===== src/rtl/harness_pkg.sv =====
// Shared types and spongent-88 default constants for the multi-CUT test harness.
package harness_pkg;

   typedef enum logic [2:0] {
      ST_IDLE,
      ST_RESET,
      ST_RUN,
      ST_DONE,
      ST_TOUT
   } harness_state_t;

   localparam int SPONGENT88_IN_WIDTH  = 64;
   localparam int SPONGENT88_OUT_WIDTH = 88;
   localparam int DEFAULT_CNT_WIDTH    = 32;
   localparam int DEFAULT_RST_CYCLES   = 4;
   localparam int DEFAULT_TIMEOUT      = 1048576;

   // Width able to hold values 0..n-1, never narrower than one bit.
   function automatic int sel_width(input int n);
      return (n > 1) ? $clog2(n) : 1;
   endfunction

endpackage


===== src/rtl/harness_out_mux.sv =====
// Registered NUM_CUTS:1 selector for the captured CUT output.
// Clear takes priority over capture so an aborted run leaves zero behind.
module harness_out_mux #(
   parameter int NUM_CUTS  = 4,
   parameter int OUT_WIDTH = 88,
   parameter int SEL_W     = 2
) (
   input  logic                          clk,
   input  logic                          rst,
   input  logic                          i_capture,
   input  logic                          i_clear,
   input  logic [SEL_W-1:0]              i_sel,
   input  logic [NUM_CUTS*OUT_WIDTH-1:0] i_data,
   output logic [OUT_WIDTH-1:0]          o_dout
);

   logic [OUT_WIDTH-1:0] w_slice;
   logic [OUT_WIDTH-1:0] r_dout;

   always_comb begin
      w_slice = '0;
      for (int k = 0; k < NUM_CUTS; k++) begin
         if (i_sel == SEL_W'(k)) begin
            w_slice = i_data[k*OUT_WIDTH +: OUT_WIDTH];
         end
      end
   end

   always_ff @(posedge clk or negedge rst) begin
      if (!rst) begin
         r_dout <= '0;
      end else if (i_clear) begin
         r_dout <= '0;
      end else if (i_capture) begin
         r_dout <= w_slice;
      end
   end

   assign o_dout = r_dout;

endmodule


===== src/rtl/cut_multi_harness.sv =====
// Selects one of NUM_CUTS circuits under test, sequences its reset, and
// measures cycles from reset release to its end flag, with timeout abort.
module cut_multi_harness
   import harness_pkg::*;
#(
   parameter int  NUM_CUTS   = 4,
   parameter int  IN_WIDTH   = SPONGENT88_IN_WIDTH,
   parameter int  OUT_WIDTH  = SPONGENT88_OUT_WIDTH,
   parameter int  CNT_WIDTH  = DEFAULT_CNT_WIDTH,
   parameter int  RST_CYCLES = DEFAULT_RST_CYCLES,
   parameter int  TIMEOUT    = DEFAULT_TIMEOUT,
   localparam int SEL_W      = sel_width(NUM_CUTS)
) (
   input  logic                          clk,
   input  logic                          rst,
   input  logic                          start,
   input  logic [SEL_W-1:0]              sel,
   input  logic [IN_WIDTH-1:0]           din,
   output logic                          busy,
   output logic                          done,
   output logic                          timeout,
   output logic                          err,
   output logic [CNT_WIDTH-1:0]          cycles,
   output logic [OUT_WIDTH-1:0]          dout,
   output logic [NUM_CUTS-1:0]           cut_rst,
   output logic [IN_WIDTH-1:0]           cut_din,
   input  logic [NUM_CUTS*OUT_WIDTH-1:0] cut_dout,
   input  logic [NUM_CUTS-1:0]           cut_end
);

   localparam int                   RCNT_W      = sel_width(RST_CYCLES);
   localparam logic [RCNT_W-1:0]    RCNT_INIT   = RCNT_W'(RST_CYCLES - 1);
   localparam logic [CNT_WIDTH-1:0] TIMEOUT_C   = CNT_WIDTH'(TIMEOUT);
   localparam logic [SEL_W:0]       NUM_CUTS_X  = (SEL_W + 1)'(NUM_CUTS);

   if (RST_CYCLES < 1) begin : g_badRstCycles
      $error("cut_multi_harness: RST_CYCLES must be at least 1");
   end
   if ((TIMEOUT < 1) || ((CNT_WIDTH < 31) && (TIMEOUT >= (1 << CNT_WIDTH)))) begin : g_badTimeout
      $error("cut_multi_harness: TIMEOUT must fit below 2**CNT_WIDTH");
   end

   harness_state_t         r_state;
   harness_state_t         w_next;
   logic [SEL_W-1:0]       r_sel;
   logic [IN_WIDTH-1:0]    r_cutDin;
   logic [RCNT_W-1:0]      r_rcnt;
   logic [CNT_WIDTH-1:0]   r_cnt;
   logic [CNT_WIDTH-1:0]   r_cycles;
   logic                   r_done;
   logic                   r_tout;
   logic                   r_err;
   logic [NUM_CUTS-1:0]    r_cutRst;

   logic [NUM_CUTS-1:0]    w_selOneHot;
   logic [CNT_WIDTH-1:0]   w_cntInc;
   logic                   w_selBad;
   logic                   w_endSel;
   logic                   w_accept;
   logic                   w_badStart;
   logic                   w_finish;
   logic                   w_abort;

   always_comb begin
      w_selOneHot = '0;
      for (int k = 0; k < NUM_CUTS; k++) begin
         if (r_sel == SEL_W'(k)) begin
            w_selOneHot[k] = 1'b1;
         end
      end
   end

   assign w_selBad = ({1'b0, sel} >= NUM_CUTS_X);
   assign w_endSel = |(cut_end & w_selOneHot);
   assign w_cntInc = r_cnt + 1'b1;

   always_ff @(posedge clk or negedge rst) begin
      if (!rst) begin
         r_state <= ST_IDLE;
      end else begin
         r_state <= w_next;
      end
   end

   // End flag wins over the timeout when both land on the same RUN cycle.
   always_comb begin
      w_next     = r_state;
      w_accept   = 1'b0;
      w_badStart = 1'b0;
      w_finish   = 1'b0;
      w_abort    = 1'b0;
      case (r_state)
         ST_IDLE, ST_DONE, ST_TOUT: begin
            if (start) begin
               if (w_selBad) begin
                  w_badStart = 1'b1;
               end else begin
                  w_accept = 1'b1;
                  w_next   = ST_RESET;
               end
            end
         end
         ST_RESET: begin
            if (r_rcnt == '0) begin
               w_next = ST_RUN;
            end
         end
         ST_RUN: begin
            if (w_endSel) begin
               w_finish = 1'b1;
               w_next   = ST_DONE;
            end else if (w_cntInc == TIMEOUT_C) begin
               w_abort = 1'b1;
               w_next  = ST_TOUT;
            end
         end
         default: begin
            w_next = ST_IDLE;
         end
      endcase
   end

   always_ff @(posedge clk or negedge rst) begin
      if (!rst) begin
         r_sel    <= '0;
         r_cutDin <= '0;
         r_rcnt   <= '0;
         r_cnt    <= '0;
         r_cycles <= '0;
         r_done   <= 1'b0;
         r_tout   <= 1'b0;
         r_err    <= 1'b0;
         r_cutRst <= '1;
      end else begin
         r_err <= w_badStart;
         if (w_accept) begin
            r_sel    <= sel;
            r_cutDin <= din;
            r_done   <= 1'b0;
            r_tout   <= 1'b0;
            r_rcnt   <= RCNT_INIT;
         end
         if (r_state == ST_RESET) begin
            if (r_rcnt == '0) begin
               r_cnt <= '0;
            end else begin
               r_rcnt <= r_rcnt - 1'b1;
            end
         end
         if ((r_state == ST_RUN) && !w_endSel) begin
            r_cnt <= w_cntInc;
         end
         if (w_finish) begin
            r_cycles <= w_cntInc;
            r_done   <= 1'b1;
         end
         if (w_abort) begin
            r_cycles <= TIMEOUT_C;
            r_tout   <= 1'b1;
         end
         // Only the selected CUT is released, and only while in RUN.
         r_cutRst <= (w_next == ST_RUN) ? ~w_selOneHot : '1;
      end
   end

   harness_out_mux #(
      .NUM_CUTS  (NUM_CUTS),
      .OUT_WIDTH (OUT_WIDTH),
      .SEL_W     (SEL_W)
   ) u_outMux (
      .clk       (clk),
      .rst       (rst),
      .i_capture (w_finish),
      .i_clear   (w_abort),
      .i_sel     (r_sel),
      .i_data    (cut_dout),
      .o_dout    (dout)
   );

   assign busy    = (r_state == ST_RESET) || (r_state == ST_RUN);
   assign done    = r_done;
   assign timeout = r_tout;
   assign err     = r_err;
   assign cycles  = r_cycles;
   assign cut_rst = r_cutRst;
   assign cut_din = r_cutDin;

endmodule


===== config.mk =====
export PLATFORM = sky130hd
export DESIGN_NAME = cut_multi_harness
export DESIGN_NICKNAME = d
export VERILOG_FILES = /design/src/rtl/harness_pkg.sv /design/src/rtl/harness_out_mux.sv /design/src/rtl/cut_multi_harness.sv
export SDC_FILE = /design/constraint.sdc
export NUM_CORES = 1
export LEC_CHECK = 0
export CORE_AREA = 4 4 237 239
export CTS_CLUSTER_DIAMETER = 120
export DETAILED_ROUTE_END_ITERATION = 10
export DIE_AREA = 0 0 241 243
export GPL_TIMING_DRIVEN = 0
export HOLD_SLACK_MARGIN = 0.15
export PLACE_DENSITY = 0.56
export SLEW_MARGIN = 20
export SYNTH_ARGS = -nofsm -noshare
export SYNTH_HDL_FRONTEND = slang
export SYNTH_SLANG_ARGS = --single-unit

===== constraint.sdc =====
create_clock -name clk -period 3.5 [get_ports clk]
set_input_delay 0.35 -clock clk [delete_from_list [all_inputs] [get_ports clk]]
set_output_delay 0.35 -clock clk [all_outputs]
set_load 0.01 [all_outputs]

==> run_results.csv, run 1 <==
group,metric,value,unit
synth,synth_seq_cells,229,
synth,synthArstFlopShare,100,%
setup_path,cpMaxStageDelayCell,"or4_1",
die,die_w,241,um
setup_path,crit_end,"cycles[0]$_DFFE_PN0P_",
die,core_region_area,0.0538,sq mm
sta,worst_slack,0.156,ns
global_routing,grt_pass1_vias,12492,
clocking,path_clk_slew,0.06,ns
die,die_area,0.0586,sq mm
drt,postRouteAntennaNets,0,
job,drv_cap,0,
synth,ys.flop_type,"dfrtp_1",
setup_path,cp-end-kind,"register",
sta,slew_headroom,33.9,%
clocking,cts_root_buffer,"clkbuf_16",
pwr,ir_worst_vdd,0.311,mV
sta,rsz0062_at_grt,"false",
drt,drt_iter0_markers,755,
sta,period_needed,3.34,ns
sta,hold_viol_final,0,
setup_path,cp_slowest_stage_delay,0.54,ns
sta,setup_tns,0,ns
setup_path,r2r-start,"r_cnt[14]$_DFFE_PN0P_",
place,dp_hpwl,54900,um
cells_and_area,syn2layout_area_growth,67.8,%
clocking,clkSinkCount,229,
die,die_h,243,um
sta,clock.fmax,299,MHz
drt,viasPerCell,4.84,
setup_path,startpoint,"r_cnt[14]$_DFFE_PN0P_",
setup_path,reg2regPathDepth,10,
synth,synth_nets,1532,
place,gp_congestion,0.928,
place,place_inst,2420,
cells_and_area,final_cells,2488,
die,rows,85,
synth,yosysUniqueCellTypes,56,
pwr,powerDensity,754,mW/mm^2
sta,maxSlewViolCount,0,
clocking,cts_tree,"built",
drt,dr.pass1.iters,5,
synth,synth.yosys.seq_area_share,47.3,%
global_routing,grt_max_degree,84,
synth,syn_area_per_cell,11.0,sq um
drt,wl_per_cell,26.6,um
setup_path,ff2ff_setup_slack,0.16,ns
global_routing,antenna_found_initial,34,
place,io_buffers,615,
cells_and_area,final_nets,2185,
global_routing,grt.total_usage,21.8,%
sta,finalSetupViolCount,0,
sta,clock_skew,0.0207,ns
setup_path,startpoint_type,"register",
setup_path,rr_endpoint,"cycles[0]$_DFFE_PN0P_",
die,start_util,22.5,%
setup_path,crit_fanout,10,
setup_path,critPathArrivalTime,3.76,ns
setup_path,path_common_cell,"buf_2",
place,pre_cts_ws,-0.856,ns
pwr,power,15.4,mW
setup_path,crit_chain,"nand3_2, or4_1, buf_2, nor3_4, o211ai_1, or4_4, nor4_4, buf_4, buf_2, o22ai_1",
drt,vias,12050,
synth,ys_warn_count,0,
clocking,clk_latency,0.57,ns
cells_and_area,utilization,37.8,%
setup_path,required,3.91,ns
global_routing,grt_pass1_wl,92600,um
synth,synth_edf_count,0,
setup_path,worstSetupPathType,"reg2reg",
sta,worstMarginPinSlew,0.991,ns
run_status,status,"finished clean",
worst_hold_path,min_path_type,"in2async",
drt,drc,0,
synth,syn_area,0.0121,sq mm
global_routing,grt-ovfl-total,0,
pwr,leakage,7.79,nW
cells_and_area,drive_gt1_share,15.1,%
clocking,numCtsBuffers,29,
die,ios,617,
synth,postSynthCellCount,1106,
drt,finalWirelength,66100,um
clocking,cts_htree_levels,1,
clocking,clock_path_buffers,3,
sta,fin_crit_sh,95.5,%
==> stage by stage <==
stage / hold slack [ns] / cell area [sq um]
6_report: 0.262 / 20300
2_1_floorplan: 0.0544 / 12100
4_1_cts: 0.233 / 20200
3_5_place_dp: 0.258 / 19200
5_1_grt: 0.280 / 20300
3_3_place_gp: 0.467 / 19100
==> placed cells by master, fill, tap and decap left out, types with 7 or more instances in the layout <==
cell type        Yosys  final
clkdlybuf4s50_1      0    614
nand2_1            223    223
dfrtp_1            225    222
mux4_2              89     89
a21oi_1             87     86
clkbuf_1            68     69
mux2_2              66     66
o21ai_0             57     57
nor2_1              54     53
a211oi_1            33     33
clkbuf_16            0     29
xnor2_1             25     25
nand4_1             24     24
buf_4                5     16
diode_2              0     14
buf_2               15     13
nand3_1             15     13
o31ai_1             10     10
buf_1                9      8
nor4_1              12      7
nor3_1               9      7
==> power by group <==
group          total (mW)  internal, mW  switching [mW]
logic                7.96          4.21            3.76
clock network        2.87          1.66            1.22
registers            4.51          3.79           0.721
==> routing by layer <==
layer | global-route usage [%] | part of all wire (%) | vias to the layer above
met5 | 0 | 0.16 | -
met4 | 7.54 | 3.8 | 16
met3 | 4.90 | 6.0 | 132
met2 | 40.4 | 54 | 495
met1 | 24.5 | 36 | 6059
li1 | - | - | 5348
==> registers in the layout, summed over array words and instances (netlist names) <==
name             cells
timeout              1
u_outMux.o_dout     88
cut_rst              4
cycles              32
r_sel                2
r_state              3
done                 1
r_cnt               32
cut_din             64
r_rcnt               2
==> critical path, delay by kind of cell, from the launching register on <==
family | cells | cell delay, ns
simple gates | 5 | 1.75
flops | 1 | 0.48
buf+inv | 3 | 0.72
compound gates | 2 | 0.24
==> what timing repair did <==
action	CTS	global route
endpoints found under the hold margin	173	0
endpoints found under the setup margin	126	125
gates resized for setup	15	17
setup buffers	7	5
hold buffers	1	0
pin swaps	4	3
gates cloned	0	0
==> worst min path at each step <==
stage                              startpoint                endpoint  slack [ns]
after global routing                      rst  cycles[26]$_DFFE_PN0P_        0.28
final                                     rst  cycles[26]$_DFFE_PN0P_        0.26
after CTS                                 rst  cycles[26]$_DFFE_PN0P_        0.23
after floorplan                           rst  cut_din[0]$_DFFE_PN0P_        0.05
after detailed placement                  rst  cycles[26]$_DFFE_PN0P_        0.26
after global placement    timeout$_DFFE_PN0P_     timeout$_DFFE_PN0P_        0.47
==> Yosys cell counts, drive strengths merged, types with 2 or more instances <==
master	n	area share (%)
and4	3	0.22
mux2i	2	0.17
nand2	223	6.9
a211oi	33	2.0
a22o	2	0.14
mux4	89	17
buf	29	1.2
nor4	14	0.90
or2	2	0.10
a21o	4	0.25
mux2	66	6.1
and3	5	0.26
nand4	24	1.2
inv	6	0.19
nand2b	3	0.15
nor2	54	1.7
a31o	2	0.14
or4	4	0.25
nor3	10	0.51
or3	5	0.26
o31ai	10	0.62
and2	6	0.31
nand3	15	0.62
a21oi	87	3.6
xor2	8	0.58
dfrtp	225	46
dfstp	4	0.87
o211ai	2	0.12
xnor2	25	1.8
clkbuf	68	2.1
o21ai	58	2.4
nor4b	2	0.14
==> cells by family after synthesis <==
logic type | after synthesis | synth area share (%)
XOR/XNOR | 33 | 2.38
AO/OA/AOI/OAI | 209 | 10.1
flip-flops | 229 | 47.3
other | 1 | 0.0309
multiplexers | 157 | 22.8
buffers and inverters | 103 | 3.50
adder cells (fa/ha/maj) | 1 | 0.103
AND/OR/NAND/NOR | 373 | 13.7
==> cell type report <==
class                      instances  area [sq um]
fill                            5425         33500
timing repair buffer             631          6340
multi-input combinational        774          6070
sequential                       229          5740
tap                              696           871
clock buffer                      43           808
buffer                            88           383
clock inverter                     7          75.1
antenna                           14          35.0
inverter                           6          22.5
Power figures use the tool's default switching activity.
==> run 2: changes to the inputs <==
Settings changed: ABC_CLOCK_PERIOD_IN_PS set to 3500, CAP_MARGIN set to 15, PLACE_DENSITY 0.56 to unset, PLACE_DENSITY_LB_ADDON set to 0.15.
==> run 2 against run 1 <==
Against the previous run: power rose by 2.6%; cell count fell by 0.12%; design area rose by 0.56%; maximum frequency fell by 2.1%; critical path type unchanged.
==> run_results.csv, run 2 (synthesis results as in run 1) <==
group,metric,value,unit
clocking,clock_path_buffers,3,
setup_path,worstSetupPathType,"reg2reg",
die,ios,617,
worst_hold_path,holdPathStages,2,
drt,wl_per_cell,24.6,um
drt,vias,11788,
setup_path,cp-end-kind,"register",
die,die_area,0.0586,sq mm
sta,clock_skew,0.0139,ns
die,start_util,22.5,%
setup_path,startpoint_type,"register",
setup_path,crit_fanout,10,
global_routing,use_met1,24.2,%
clocking,clk_latency,0.57,ns
global_routing,grt_busiest_layer,"met2",
pwr,power,15.8,mW
global_routing,grtUsageMet3,4.59,%
place,place_inst,2419,
global_routing,antenna_found_initial,15,
drt,drc,0,
setup_path,required,3.91,ns
worst_hold_path,hp-start,"din[25]",
pwr,leakage,7.88,nW
pwr,ir_worst_vdd,0.369,mV
global_routing,grt.total_usage,20.2,%
sta,period_needed,3.41,ns
setup_path,reg2regPathDepth,11,
cells_and_area,final_cell_mix,"clkdlybuf4s50_1, nand2_1, dfrtp_1",
job,drv_cap,0,
cells_and_area,largest_reg_flops,88,
setup_path,rr_endpoint,"cycles[29]$_DFFE_PN0P_",
clocking,cts_root_buffer,"clkbuf_16",
die,die_w,241,um
setup_path,ff2ff_setup_slack,0.09,ns
place,gp_congestion,0.923,
sta,maxSlewViolCount,0,
cells_and_area,syn2layout_area_growth,68.8,%
drt,viasPerCell,4.74,
sta,setup_tns,0,ns
cells_and_area,final_nets,2188,
sta,finalSetupViolCount,0,
pwr,powerDensity,770,mW/mm^2
die,core_region_area,0.0538,sq mm
setup_path,r2r-start,"r_cnt[13]$_DFFE_PN0P_",
sta,worstMarginPinSlew,0.945,ns
cells_and_area,utilization,38.0,%
die,rows,85,
drt,postRouteAntennaNets,0,
sta,fin_crit_sh,97.6,%
global_routing,grt_max_degree,80,
clocking,path_clk_slew,0.06,ns
sta,slew_headroom,37.0,%
clocking,cts_htree_levels,1,
sta,hold_viol_final,0,
sta,clock.fmax,293,MHz
cells_and_area,num-fill-cells,5395,
drt,finalWirelength,61200,um
global_routing,grt-ovfl-total,0,
global_routing,grt_pass1_wl,88000,um
global_routing,grt_pass1_vias,12504,
drt,dr.pass1.iters,5,
run_status,status,"finished clean",
setup_path,critPathArrivalTime,3.83,ns
place,io_buffers,615,
clocking,numCtsBuffers,30,
clocking,cts_tree,"built",
worst_hold_path,holdPathEnd,"cut_din[25]$_DFFE_PN0P_",
place,dp_hpwl,50200,um
cells_and_area,layout_commonest_cell,"clkdlybuf4s50_1",
die,die_h,243,um
global_routing,met2_usage,36.8,%
clocking,clkSinkCount,229,
cells_and_area,final_cells,2485,
worst_hold_path,min_path_type,"in2reg",
cells_and_area,drive_gt1_share,15.6,%
drt,drt_iter0_markers,575,
run 2: cell types whose count changed in the layout (fill, tap and decap cells not counted), sizes merged:
cell and change:
diode -11, clkbuf +3, inv -1, clkinv +4, bufinv +3, buf -1
run 2: through the flow:
stage	area, sq um	setup slack, ns	hold slack (ns)
CTS	20400	0.000772	0.346
global route	20500	-0.0239	0.355
global placement	19100	-8.80	0.469
finish	20500	0.0855	0.387
detailed placement	19200	-0.920	0.415
floorplan	12100	0.475	0.0544
run 2: how the worst max path moves through the flow:
| stage | from | cells past startpoint | slack (ns) | to |
|---|---|---|---|---|
| after global routing | r_cnt[8]$_DFFE_PN0P_ | 13 | -0.02 | cycles[21]$_DFFE_PN0P_ |
| final | r_cnt[13]$_DFFE_PN0P_ | 11 | 0.09 | cycles[29]$_DFFE_PN0P_ |
| after global placement | rst | 1 | -8.80 | u_outMux.o_dout[64]$_DFFE_PN0P_ |
| after CTS | r_state[1]$_DFF_PN0_ | 7 | 0.0008 | cut_din[6]$_DFFE_PN0P_ |
| after detailed placement | r_cnt[5]$_DFFE_PN0P_ | 9 | -0.92 | u_outMux.o_dout[40]$_DFFE_PN0P_ |
| after floorplan | r_cnt[5]$_DFFE_PN0P_ | 11 | 0.47 | cycles[29]$_DFFE_PN0P_ |
run 2: where the power goes:
part           switching [mW]  internal (mW)
Sequential              0.698           3.79
Combinational            3.81           4.20
Clock                    1.26           2.00
run 2: critical path, cell delays in order, from the launching register on:
cell and delay, ns:
dfrtp_1 0.47, nand2_1 0.22, or4_1 0.52, buf_2 0.20, nor2_1 0.26, xnor2_1 0.26, nand4_1 0.17, or3_1 0.38
nor4_2 0.30, buf_4 0.18, buf_2 0.22, a211oi_1 0.08
run 2: cell type report:
class                           count  area, sq um  share of cell area (%)
Antenna cell                        3         7.51                  0.0367
Buffer                             89          390                    1.91
Clock buffer                       43          860                    4.20
Clock inverter                     13          188                   0.917
Inverter                            6         22.5                   0.110
Multi-Input combinational cell    774         6050                    29.6
Sequential cell                   229         5740                    28.1
Tap cell                          696          871                    4.26
Timing Repair Buffer              632         6330                    30.9
run 2: timing repair:
item | CTS | global route
endpoints found under the hold margin | 77 | 0
buffers inserted | 11 | 3
gates resized for setup | 10 | 27
pin swaps | 3 | 2
setup endpoints to repair | 127 | 146
hold buffers | 1 | 0
run 2: layer usage:
metal	wire, um	share of wire (%)
met1	23500	38
met2	32200	53
met3	3800	6.2
met4	1680	2.7
met5	77	0.13
==> run 3: changes to the inputs <==
Settings changed: MAX_ROUTING_LAYER set to met4.
==> run 3 against run 2 <==
Against the previous run: global-route usage grew 0.64 points; flip-flop and latch count is the same; critical path depth grew 2; die area is the same; cell count grew 0.56%; setup slack gained 0.094 ns; register-to-register slack gained 0.09 ns; design area grew 0.31%; highest routed layer is now met4.
==> run_results.csv, run 3 (synthesis results as in run 1) <==
group,metric,value,unit
clocking,clock_path_buffers,3,
cells_and_area,multi_input_area,0.00607,sq mm
clocking,clkSinkCount,229,
die,ios,617,
place,pre_cts_ws,-0.899,ns
sta,fin_crit_sh,94.9,%
drt,drt_iter0_markers,612,
setup_path,crit_chain,"clkbuf_4, nand4_1, buf_4, buf_4, or4_4, or3_1, a211oi_2, nand4_1, nor4_4, buf_4, buf_4, buf_2, o21ai_0",
die,die_area,0.0586,sq mm
cells_and_area,final_cell_mix,"clkdlybuf4s50_1, nand2_1, dfrtp_1",
job,drv_cap,0,
setup_path,cpMaxStageDelayCell,"or4_4",
setup_path,crit_fanout,10,
clocking,path_clk_slew,0.06,ns
drt,finalWirelength,61200,um
die,rows,85,
cells_and_area,seq_area,0.00574,sq mm
drt,viasPerCell,4.68,
place,io_buffers,615,
global_routing,grt-ovfl-total,0,
global_routing,grt_pass1_vias,12374,
sta,clock.fmax,301,MHz
cells_and_area,largest_reg_flops,88,
global_routing,grt_max_degree,76,
clocking,cts_htree_levels,1,
setup_path,startpoint_type,"register",
cells_and_area,layout_commonest_cell,"clkdlybuf4s50_1",
drt,postRouteAntennaNets,0,
pwr,ir_worst_vdd,0.449,mV
drt,dr.pass1.iters,5,
sta,finalHoldWorstSlack,0.255,ns
setup_path,cp_top_family,"simple AND/OR/NAND/NOR gates",
cells_and_area,drive_gt1_share,15.9,%
setup_path,path_buf_inv,6,
sta,period_needed,3.32,ns
setup_path,cp_slowest_stage_delay,0.53,ns
setup_path,path_common_cell,"buf_4",
die,core_region_area,0.0538,sq mm
place,gp_congestion,0.958,
setup_path,worstSetupPathType,"reg2reg",
sta,slew_headroom,32.5,%
pwr,leakage,7.87,nW
sta,clock_skew,0.0190,ns
place,dpl-instance-area,0.0192,sq mm
drt,vias,11699,
worst_hold_path,min_path_type,"in2async",
sta,worst_slack,0.179,ns
sta,maxSlewViolCount,0,
place,dp_hpwl,50500,um
global_routing,antenna_found_initial,16,
sta,setup_tns,0,ns
setup_path,required,3.94,ns
setup_path,critPathArrivalTime,3.76,ns
cells_and_area,stdcell_area,0.0205,sq mm
setup_path,cp-end-kind,"register",
sta,worstMarginPinSlew,1.01,ns
cells_and_area,final_nets,2190,
global_routing,grt_pass1_wl,87500,um
die,die_h,243,um
cells_and_area,utilization,38.1,%
sta,rsz0062_at_grt,"false",
sta,finalSetupViolCount,0,
sta,hold_viol_final,0,
cells_and_area,syn2layout_area_growth,69.3,%
pwr,powerDensity,764,mW/mm^2
global_routing,grt.total_usage,20.9,%
drt,drc,0,
clocking,numCtsBuffers,30,
clocking,clk_latency,0.57,ns
clocking,cts_tree,"built",
run_status,status,"finished clean",
die,die_w,241,um
cells_and_area,num-fill-cells,5362,
die,start_util,22.5,%
drt,wl_per_cell,24.5,um
clocking,cts_root_buffer,"clkbuf_16",
[run 3: cell types whose count changed in the layout (fill, tap and decap cells not counted), sizes merged]
| cell | before | now |
|---|---|---|
| clkbuf | 107 | 109 |
| bufinv | 4 | 2 |
| clkinv | 6 | 4 |
| clkinvlp | 3 | 4 |
| diode | 3 | 15 |
| buf | 42 | 45 |
[run 3: layout make-up]
class,count,share of cell area (%)
antenna,15,0.183
timing repair buffer,635,31.1
sequential,229,28.0
tap,696,4.24
inverter,6,0.110
clock inverter,10,0.573
clock buffer,46,4.40
buffer,88,1.88
multi-input combinational,774,29.6
[run 3: per-layer routing]
metal	share of wire, %	GRT usage (%)	wire length (um)	up-vias
li1	-	-	-	5372
met1	39	24.4	23800	5852
met2	53	36.6	32300	403
met3	5.5	4.06	3370	72
met4	2.8	5.65	1730	0
met5	0	-	0	-
[run 3: worst reg2reg max path: cells and delay by family, from the launching register on]
family,cells,cell delay [ns]
buffers and inverters,6,1.03
flip-flops,1,0.32
AND/OR/NAND/NOR,5,1.49
AO/OA/AOI/OAI,2,0.36
[run 3: final timing paths]
kind                                           start                         endpoint  slack (ns)  cells past startpoint
worst max-delay path            r_cnt[7]$_DFFE_PN0P_   u_outMux.o_dout[8]$_DFFE_PN0P_        0.18                     13
worst min-delay path                             rst           cut_din[4]$_DFFE_PN0P_        0.26                      2
worst max register to register  r_cnt[7]$_DFFE_PN0P_   u_outMux.o_dout[8]$_DFFE_PN0P_        0.18                     13
worst min register to register      done$_DFFE_PN0P_                 done$_DFFE_PN0P_        0.48                      1
max in group asynchronous                        rst  u_outMux.o_dout[58]$_DFFE_PN0P_        2.22                      4
min in group clk                             din[60]          cut_din[60]$_DFFE_PN0P_        0.39                      2
[run 3: per-stage QoR]
step           power [mW]  instances
2_1_floorplan        8.30       1106
5_1_grt              16.6       2497
6_report             15.7       2499
3_5_place_dp         12.7       2420
4_1_cts              16.0       2483
3_3_place_gp         12.6       2417
[run 3: where the power goes]
part / switching, mW / internal [mW] / leakage (nW)
logic: 3.80 / 4.21 / 4.55
clock network: 1.25 / 1.92 / 0.487
registers: 0.702 / 3.79 / 2.84
[run 3: timing repair]
item / in CTS / in global routing
pin swaps: 4 / 2
endpoints found under the setup margin: 127 / 136
endpoints found under the hold margin: 154 / 0
hold buffers: 1 / 0
setup buffers: 10 / 6
resized for setup: 12 / 29
